$ cat config.mk
export PLATFORM = sky130hd
export DESIGN_NAME = reg_file_sb
export DESIGN_NICKNAME = d
export VERILOG_FILES = /design/src/rtl/reg_file_sb_pkg.sv /design/src/rtl/reg_file_sb_scb.sv /design/src/rtl/reg_file_sb.sv
export SDC_FILE = /design/constraint.sdc
export NUM_CORES = 2
export LEC_CHECK = 0
export ABC_AREA = 0
export CAP_MARGIN = 20
export CORE_AREA = 2 2 393 395
export DETAILED_ROUTE_END_ITERATION = 16
export DIE_AREA = 0 0 395 397
export PLACE_DENSITY = 0.57
export SLEW_MARGIN = 20
export SYNTH_ARGS = -nofsm -noshare
export SYNTH_HDL_FRONTEND = slang
export SYNTH_SLANG_ARGS = --single-unit
$ cat constraint.sdc
create_clock -name clk -period 5 [get_ports clk]
set_input_delay 1 -clock clk [delete_from_list [all_inputs] [get_ports clk]]
set_output_delay 1 -clock clk [all_outputs]
set_load 0.02 [all_outputs]
$ cat src/rtl/reg_file_sb_pkg.sv
// reg_file_sb_pkg: default widths and sweep FSM state type for reg_file_sb
package reg_file_sb_pkg;
    localparam int DATA_WIDTH_D = 32;
    localparam int ADDR_WIDTH_D = 5;
    typedef enum logic {CLEAR, READY} state_t;
endpackage

$ cat src/rtl/reg_file_sb_scb.sv
// reg_file_sb_scb: per-register busy (pending-producer) bits with set-over-write-clear priority
// Ports: clk, rst (async, active-high); i_clr wipes all bits; i_wen/i_waddr and
// i_pwen/i_pwaddr clear bits of written registers; i_set_en/i_set_addr sets a bit;
// i_raddr1/2 select o_rbusy1/2 from registered state.
module reg_file_sb_scb
    import reg_file_sb_pkg::*;
#(
    parameter int ADDR_WIDTH = ADDR_WIDTH_D
) (
    input  logic                  clk,
    input  logic                  rst,
    input  logic                  i_clr,
    input  logic                  i_wen,
    input  logic [ADDR_WIDTH-1:0] i_waddr,
    input  logic                  i_pwen,
    input  logic [ADDR_WIDTH-1:0] i_pwaddr,
    input  logic                  i_set_en,
    input  logic [ADDR_WIDTH-1:0] i_set_addr,
    input  logic [ADDR_WIDTH-1:0] i_raddr1,
    input  logic [ADDR_WIDTH-1:0] i_raddr2,
    output logic                  o_rbusy1,
    output logic                  o_rbusy2
);
    localparam int DEPTH = 2 ** ADDR_WIDTH;
    logic [DEPTH-1:0] r_busy;
    logic [DEPTH-1:0] w_busy_nxt;
    always_comb begin
        w_busy_nxt = r_busy;
        if (i_wen) w_busy_nxt[i_waddr] = 1'b0;
        if (i_pwen) begin
            w_busy_nxt[i_pwaddr & ~ADDR_WIDTH'(1)] = 1'b0;
            w_busy_nxt[i_pwaddr | ADDR_WIDTH'(1)]  = 1'b0;
        end
        // set is applied last so it wins over a same-cycle write clear
        if (i_set_en) w_busy_nxt[i_set_addr] = 1'b1;
        w_busy_nxt[0] = 1'b0;
    end
    always_ff @(posedge clk or posedge rst) begin
        if (rst) r_busy <= '0;
        else     r_busy <= i_clr ? '0 : w_busy_nxt;
    end
    assign o_rbusy1 = r_busy[i_raddr1];
    assign o_rbusy2 = r_busy[i_raddr2];
endmodule

$ cat src/rtl/reg_file_sb.sv
// reg_file_sb: 2-read register file with single + pair write ports, busy scoreboard and zeroing sweep
// Ports: clk, rst (async, active-high), clr (restart sweep); wen/waddr/wdata single
// write; pwen/pwaddr/pwdata even/odd pair write; set_en/set_addr mark busy;
// raddr1/2 -> rdata1/2, rbusy1/2 combinational; ready high once swept.
// Macro REG_FILE_SB_BYPASS_EN: same-cycle write data forwarded to reads.
module reg_file_sb
    import reg_file_sb_pkg::*;
#(
    parameter int DATA_WIDTH = DATA_WIDTH_D,
    parameter int ADDR_WIDTH = ADDR_WIDTH_D
) (
    input  logic                    clk,
    input  logic                    rst,
    input  logic                    clr,
    input  logic                    wen,
    input  logic [ADDR_WIDTH-1:0]   waddr,
    input  logic [DATA_WIDTH-1:0]   wdata,
    input  logic                    pwen,
    input  logic [ADDR_WIDTH-1:0]   pwaddr,
    input  logic [2*DATA_WIDTH-1:0] pwdata,
    input  logic                    set_en,
    input  logic [ADDR_WIDTH-1:0]   set_addr,
    input  logic [ADDR_WIDTH-1:0]   raddr1,
    input  logic [ADDR_WIDTH-1:0]   raddr2,
    output logic [DATA_WIDTH-1:0]   rdata1,
    output logic [DATA_WIDTH-1:0]   rdata2,
    output logic                    rbusy1,
    output logic                    rbusy2,
    output logic                    ready
);
    localparam int DEPTH = 2 ** ADDR_WIDTH;
    state_t                r_state, w_state_nxt;
    logic [ADDR_WIDTH-1:0] r_cnt, w_cnt_nxt;
    logic [DATA_WIDTH-1:0] r_mem [DEPTH];
    logic                  w_ready, w_wen, w_pwen, w_busy1, w_busy2;
    logic [ADDR_WIDTH-1:0] w_pe, w_po;
    logic [DATA_WIDTH-1:0] w_plo, w_phi;
    logic [ADDR_WIDTH-1:0] w_ra [2];

    assign w_ready = (r_state == READY);
    assign w_wen   = wen && w_ready && (waddr != '0);
    assign w_pwen  = pwen && w_ready;
    assign w_pe    = pwaddr & ~ADDR_WIDTH'(1);
    assign w_po    = pwaddr | ADDR_WIDTH'(1);
    assign w_plo   = pwdata[DATA_WIDTH-1:0];
    assign w_phi   = pwdata[2*DATA_WIDTH-1:DATA_WIDTH];
    assign w_ra[0] = raddr1;
    assign w_ra[1] = raddr2;

    always_ff @(posedge clk or posedge rst) begin
        if (rst) begin
            r_state <= CLEAR;
            r_cnt   <= '0;
        end else begin
            r_state <= w_state_nxt;
            r_cnt   <= w_cnt_nxt;
        end
    end

    always_comb begin
        w_state_nxt = r_state;
        w_cnt_nxt   = '0;
        if (r_state == CLEAR) begin
            w_state_nxt = (!clr && r_cnt == ADDR_WIDTH'(DEPTH - 1)) ? READY : CLEAR;
            w_cnt_nxt   = (clr || r_cnt == ADDR_WIDTH'(DEPTH - 1)) ? '0 : r_cnt + 1'b1;
        end else if (clr) begin
            w_state_nxt = CLEAR;
        end
    end

    // array has no reset; the sweep zeroes one entry per cycle instead
    always_ff @(posedge clk) begin
        if (!w_ready) begin
            r_mem[r_cnt] <= '0;
        end else begin
            if (w_wen) r_mem[waddr] <= wdata;
            // pair write follows the single write so it wins on overlap
            if (w_pwen) begin
                if (w_pe != '0) r_mem[w_pe] <= w_plo;
                r_mem[w_po] <= w_phi;
            end
        end
    end

    for (genvar g = 0; g < 2; g++) begin : g_rd
        logic [DATA_WIDTH-1:0] w_d;
        always_comb begin
            w_d = r_mem[w_ra[g]];
`ifdef REG_FILE_SB_BYPASS_EN
            if (w_wen && waddr == w_ra[g]) w_d = wdata;
            if (w_pwen && w_pe == (w_ra[g] & ~ADDR_WIDTH'(1))) w_d = w_ra[g][0] ? w_phi : w_plo;
`endif
            if (!w_ready || w_ra[g] == '0) w_d = '0;
        end
    end

    reg_file_sb_scb #(.ADDR_WIDTH(ADDR_WIDTH)) u_scb (
        .clk        (clk),
        .rst        (rst),
        .i_clr      (clr || !w_ready),
        .i_wen      (w_wen),
        .i_waddr    (waddr),
        .i_pwen     (w_pwen),
        .i_pwaddr   (pwaddr),
        .i_set_en   (set_en && w_ready),
        .i_set_addr (set_addr),
        .i_raddr1   (raddr1),
        .i_raddr2   (raddr2),
        .o_rbusy1   (w_busy1),
        .o_rbusy2   (w_busy2)
    );

    assign rdata1 = g_rd[0].w_d;
    assign rdata2 = g_rd[1].w_d;
    assign rbusy1 = w_ready && w_busy1;
    assign rbusy2 = w_ready && w_busy2;
    assign ready  = w_ready;
endmodule

==> results.toml <==
[status]
outcome = "completed"

[synth]
synth_most_common_cell = "nand2_1"
cell_count_after_synthesis = 5098
fraction_of_registers_with_async_set_reset_pct = 3.49
syn-mean-instance-area_um2 = 11.9
synth.yosys.seq_area_share_pct = 52.2
postSynthRegisterBits = 1061
synth.top_cell.area_share_pct = 50.6
synth.cell_area_um2 = 60700
synth_cell_type_count = 66
dominantRegCellSynth = "edfxtp_1"
synth_warnings = 0
synth_enable_flop_cells = 1024
synthesized_netlist_net_count = 5227
yosysTopAreaCell = "edfxtp_1"
cell_types_occupying_the_most_area_after_synthesis = "edfxtp_1 (51%), mux4_2 (18%), o21ai_0 (8.4%)"
ys_top_cells_by_count = "nand2_1 (1120), edfxtp_1 (1024), o21ai_0 (1019)"

[timing]
timing.clock.skew_ns = 0.0313
setup-tns-final_ns = 0
grt_setup_unrepaired = "false"
max_slew.worst_pin.slew_ns = 1.19
slew_headroom_pct = 20.0
final_setup_fails = 0
clock.fmax_mhz = 214
layout_min_cycle_time_ns = 4.67
maxSlewViolCount = 0
worst_hold_slack_ns = 0.581
min_period_over_period_pct = 93.5
hold_viol = 0

[pwr]
report.power.total_mw = 19.7
power-per-cell-area_nw_per_um2 = 283
p_leak_nw = 23.7
sw_frac_of_total_pct = 23.9
netSwitchingPower_mw = 4.71
combPwrFrac_pct = 8.3
vdd_drop_max_mv = 0.269
power_frac_clock_pct = 42.1
power_frac_seq_pct = 49.5
power_report.internal_total_mw = 15.0

[setup_path]
critical_path.startpoint_type = "primary input"
slowest_delay_ns = 0.73
kind_of_critical_path = "in -> out"
critical-path-slowest-cell = "clkdlybuf4s50_1"
arr_time_crit_path_ns = 3.67
cp.required_ns = 4.00
cell_breakdown_of_the_critical_path = "clkdlybuf4s50_1, buf_4, nor2b_1, o311ai_4, buf_4, o22a_1, o221ai_1, clkdlybuf4s50_1"
critical_path.top_delay_family = "buffers and inverters"
ff2ff_setup_slack_ns = 1.09
critical_path_buf_inv_count = 4
timing.critical_path.fanout_max = 10
critPathCaptureType = "output port"

[cells_and_area]
layout-drive-gt1-share_pct = 20.2
signed_area_change_from_the_synthesized_netlist_to_the_final_layout_pct = 14.5
utilization_pct = 45.5
nNetsFinal = 5170

[placed_design]
post-dp-hpwl_um = 141000
port_buffers = 192
globalplace.congestion = 0.886

[clocking]
clk_transition_reported_paths_ns = 0.05
tritoncts_num_sinks = 1061
tritoncts_clock_tree = "done"
cts_setup_buffers = 0
post_cts_resize_count = 0
clock_latency_ns = 0.76
clock_tree.buffer_depth = 3
clock_tree.htree_level_count = 3
ctsRootBufferMaster = "clkbuf_16"
cts_hold_buf = 0
cts_inserted_buffers = 114

[routing]
wl_um = 235000
drt_iter0_markers = 6586
total_via_count_after_detailed_routing = 46300
dr.pass1.iters = 6
via_per_inst = 6.43
route.detailed.wl_per_inst_um = 32.7
detail-route-antenna-nets = 0
detail_route.drc_violations = 0

[floorplanning]
initial_utilization_pct = 39.7
design.portCount = 194
coreArea_um2 = 153000
count_of_standard_cell_rows = 144
die-area_um2 = 157000
die_width_um = 395
chipHeight_um = 397

[global_routing]
gr-usage-all-layers_pct = 29.6
largest_net_degree_at_the_start_of_global_routing = 129
antenna_violations_before_repair = 33
grt.overflow.total = 0
number_of_global_route_vias_before_repair = 43800
grt_first_pass_wirelength_um = 329000

[job]
cap_violations = 0

[worst_hold_path]
hp-class = "reg -> reg"
[final timing paths]
check	startpoint	end	cells after the start
worst min register to register	u_scb.r_busy[22]$_DFF_PP0_	u_scb.r_busy[22]$_DFF_PP0_	2
worst max register to register	ready$_DFF_PP0_	r_mem[27][4]$_DFFE_PP_	6
worst min-delay path	u_scb.r_busy[22]$_DFF_PP0_	u_scb.r_busy[22]$_DFF_PP0_	2
max in group asynchronous	rst	u_scb.r_busy[3]$_DFF_PP0_	3
worst max-delay path	raddr2[4]	rdata2[4]	8
min in group asynchronous	rst	u_scb.r_busy[25]$_DFF_PP0_	3
[registers in the layout, indices dropped and copies added (netlist names)]
signal	cells
u_scb.r_busy	31
r_cnt	5
r_mem	1024
ready	1
[cells by family (layout without fill, tap and decap cells)]
group                      after synthesis  after routing  share of synthesized area [%]
and+or+nand+nor                       1335           1335                           8.97
muxes                                  719            719                           22.1
AOI/OAI and AO/OA                     1316           1316                           12.2
DFF                                   1061           1061                           52.2
buffers and inverters                  663            702                           4.54
xor gates and xnor gates                 2              2                         0.0288
adders and majority gates                2              2                         0.0412
other                                    0             25                              0
[worst min-delay path, cell delays in order (launching register included)]
cell and delay, ns:
dfrtp_1 0.36, a32oi_1 0.10, nor2_1 0.09
[layer usage]
metal  global-route usage, %  part of all wire [%]  vias to the layer above
met5                       0                0.0042                        -
met4                    14.2                   4.8                        2
li1                        -                     -                    19300
met3                    6.36                    11                      521
met2                    44.5                    45                     3042
met1                    40.8                    39                    23400
[stage by stage]
step	area (µm²)	setup WS, ns	std cells
6_report	69600	0.326	7206
5_1_grt	69500	0.330	7202
4_1_cts	69500	0.424	7180
3_5_place_dp	66000	0.433	6968
3_3_place_gp	66000	0.423	6968
2_1_floorplan	60800	-0.0586	5098
[power groups by stage]
stage                     combinational (mW)  sequential (mW)  clock, mW
after floorplan                        0.956             9.93          0
after detailed placement                1.61             9.94          0
final                                   1.64             9.75       8.30
after global routing                    1.69             9.76       8.65
after global placement                  1.61             9.93          0
after CTS                               1.62             9.75       8.35
[cell usage in the layout, fill, tap and decap left out, types with 28 or more instances in the layout]
cell type        instances
a22oi_1                 34
buf_12                  76
buf_4                  220
clkbuf_1                33
clkbuf_16              117
clkdlybuf4s50_1        146
clkinv_1                38
dfrtp_1                 37
edfxtp_1              1024
inv_1                   39
mux2i_1                197
mux4_2                 494
nand2_1               1116
nand3_1                 46
nor2_1                  36
o21ai_0                996
o21ai_4                 28
o22ai_1                 50
o31ai_1                 32
[layout make-up]
cell class / instances / area (µm²)
Antenna cell: 25 / 62.6
Multi-Input combinational cell: 3374 / 26900
Timing Repair Buffer: 450 / 4740
Fill cell: 13600 / 83400
Sequential cell: 1061 / 31700
Inverter: 40 / 150
Tap cell: 2044 / 2560
Clock inverter: 62 / 457
Clock buffer: 150 / 3050
(Power assumes the default switching activity.)
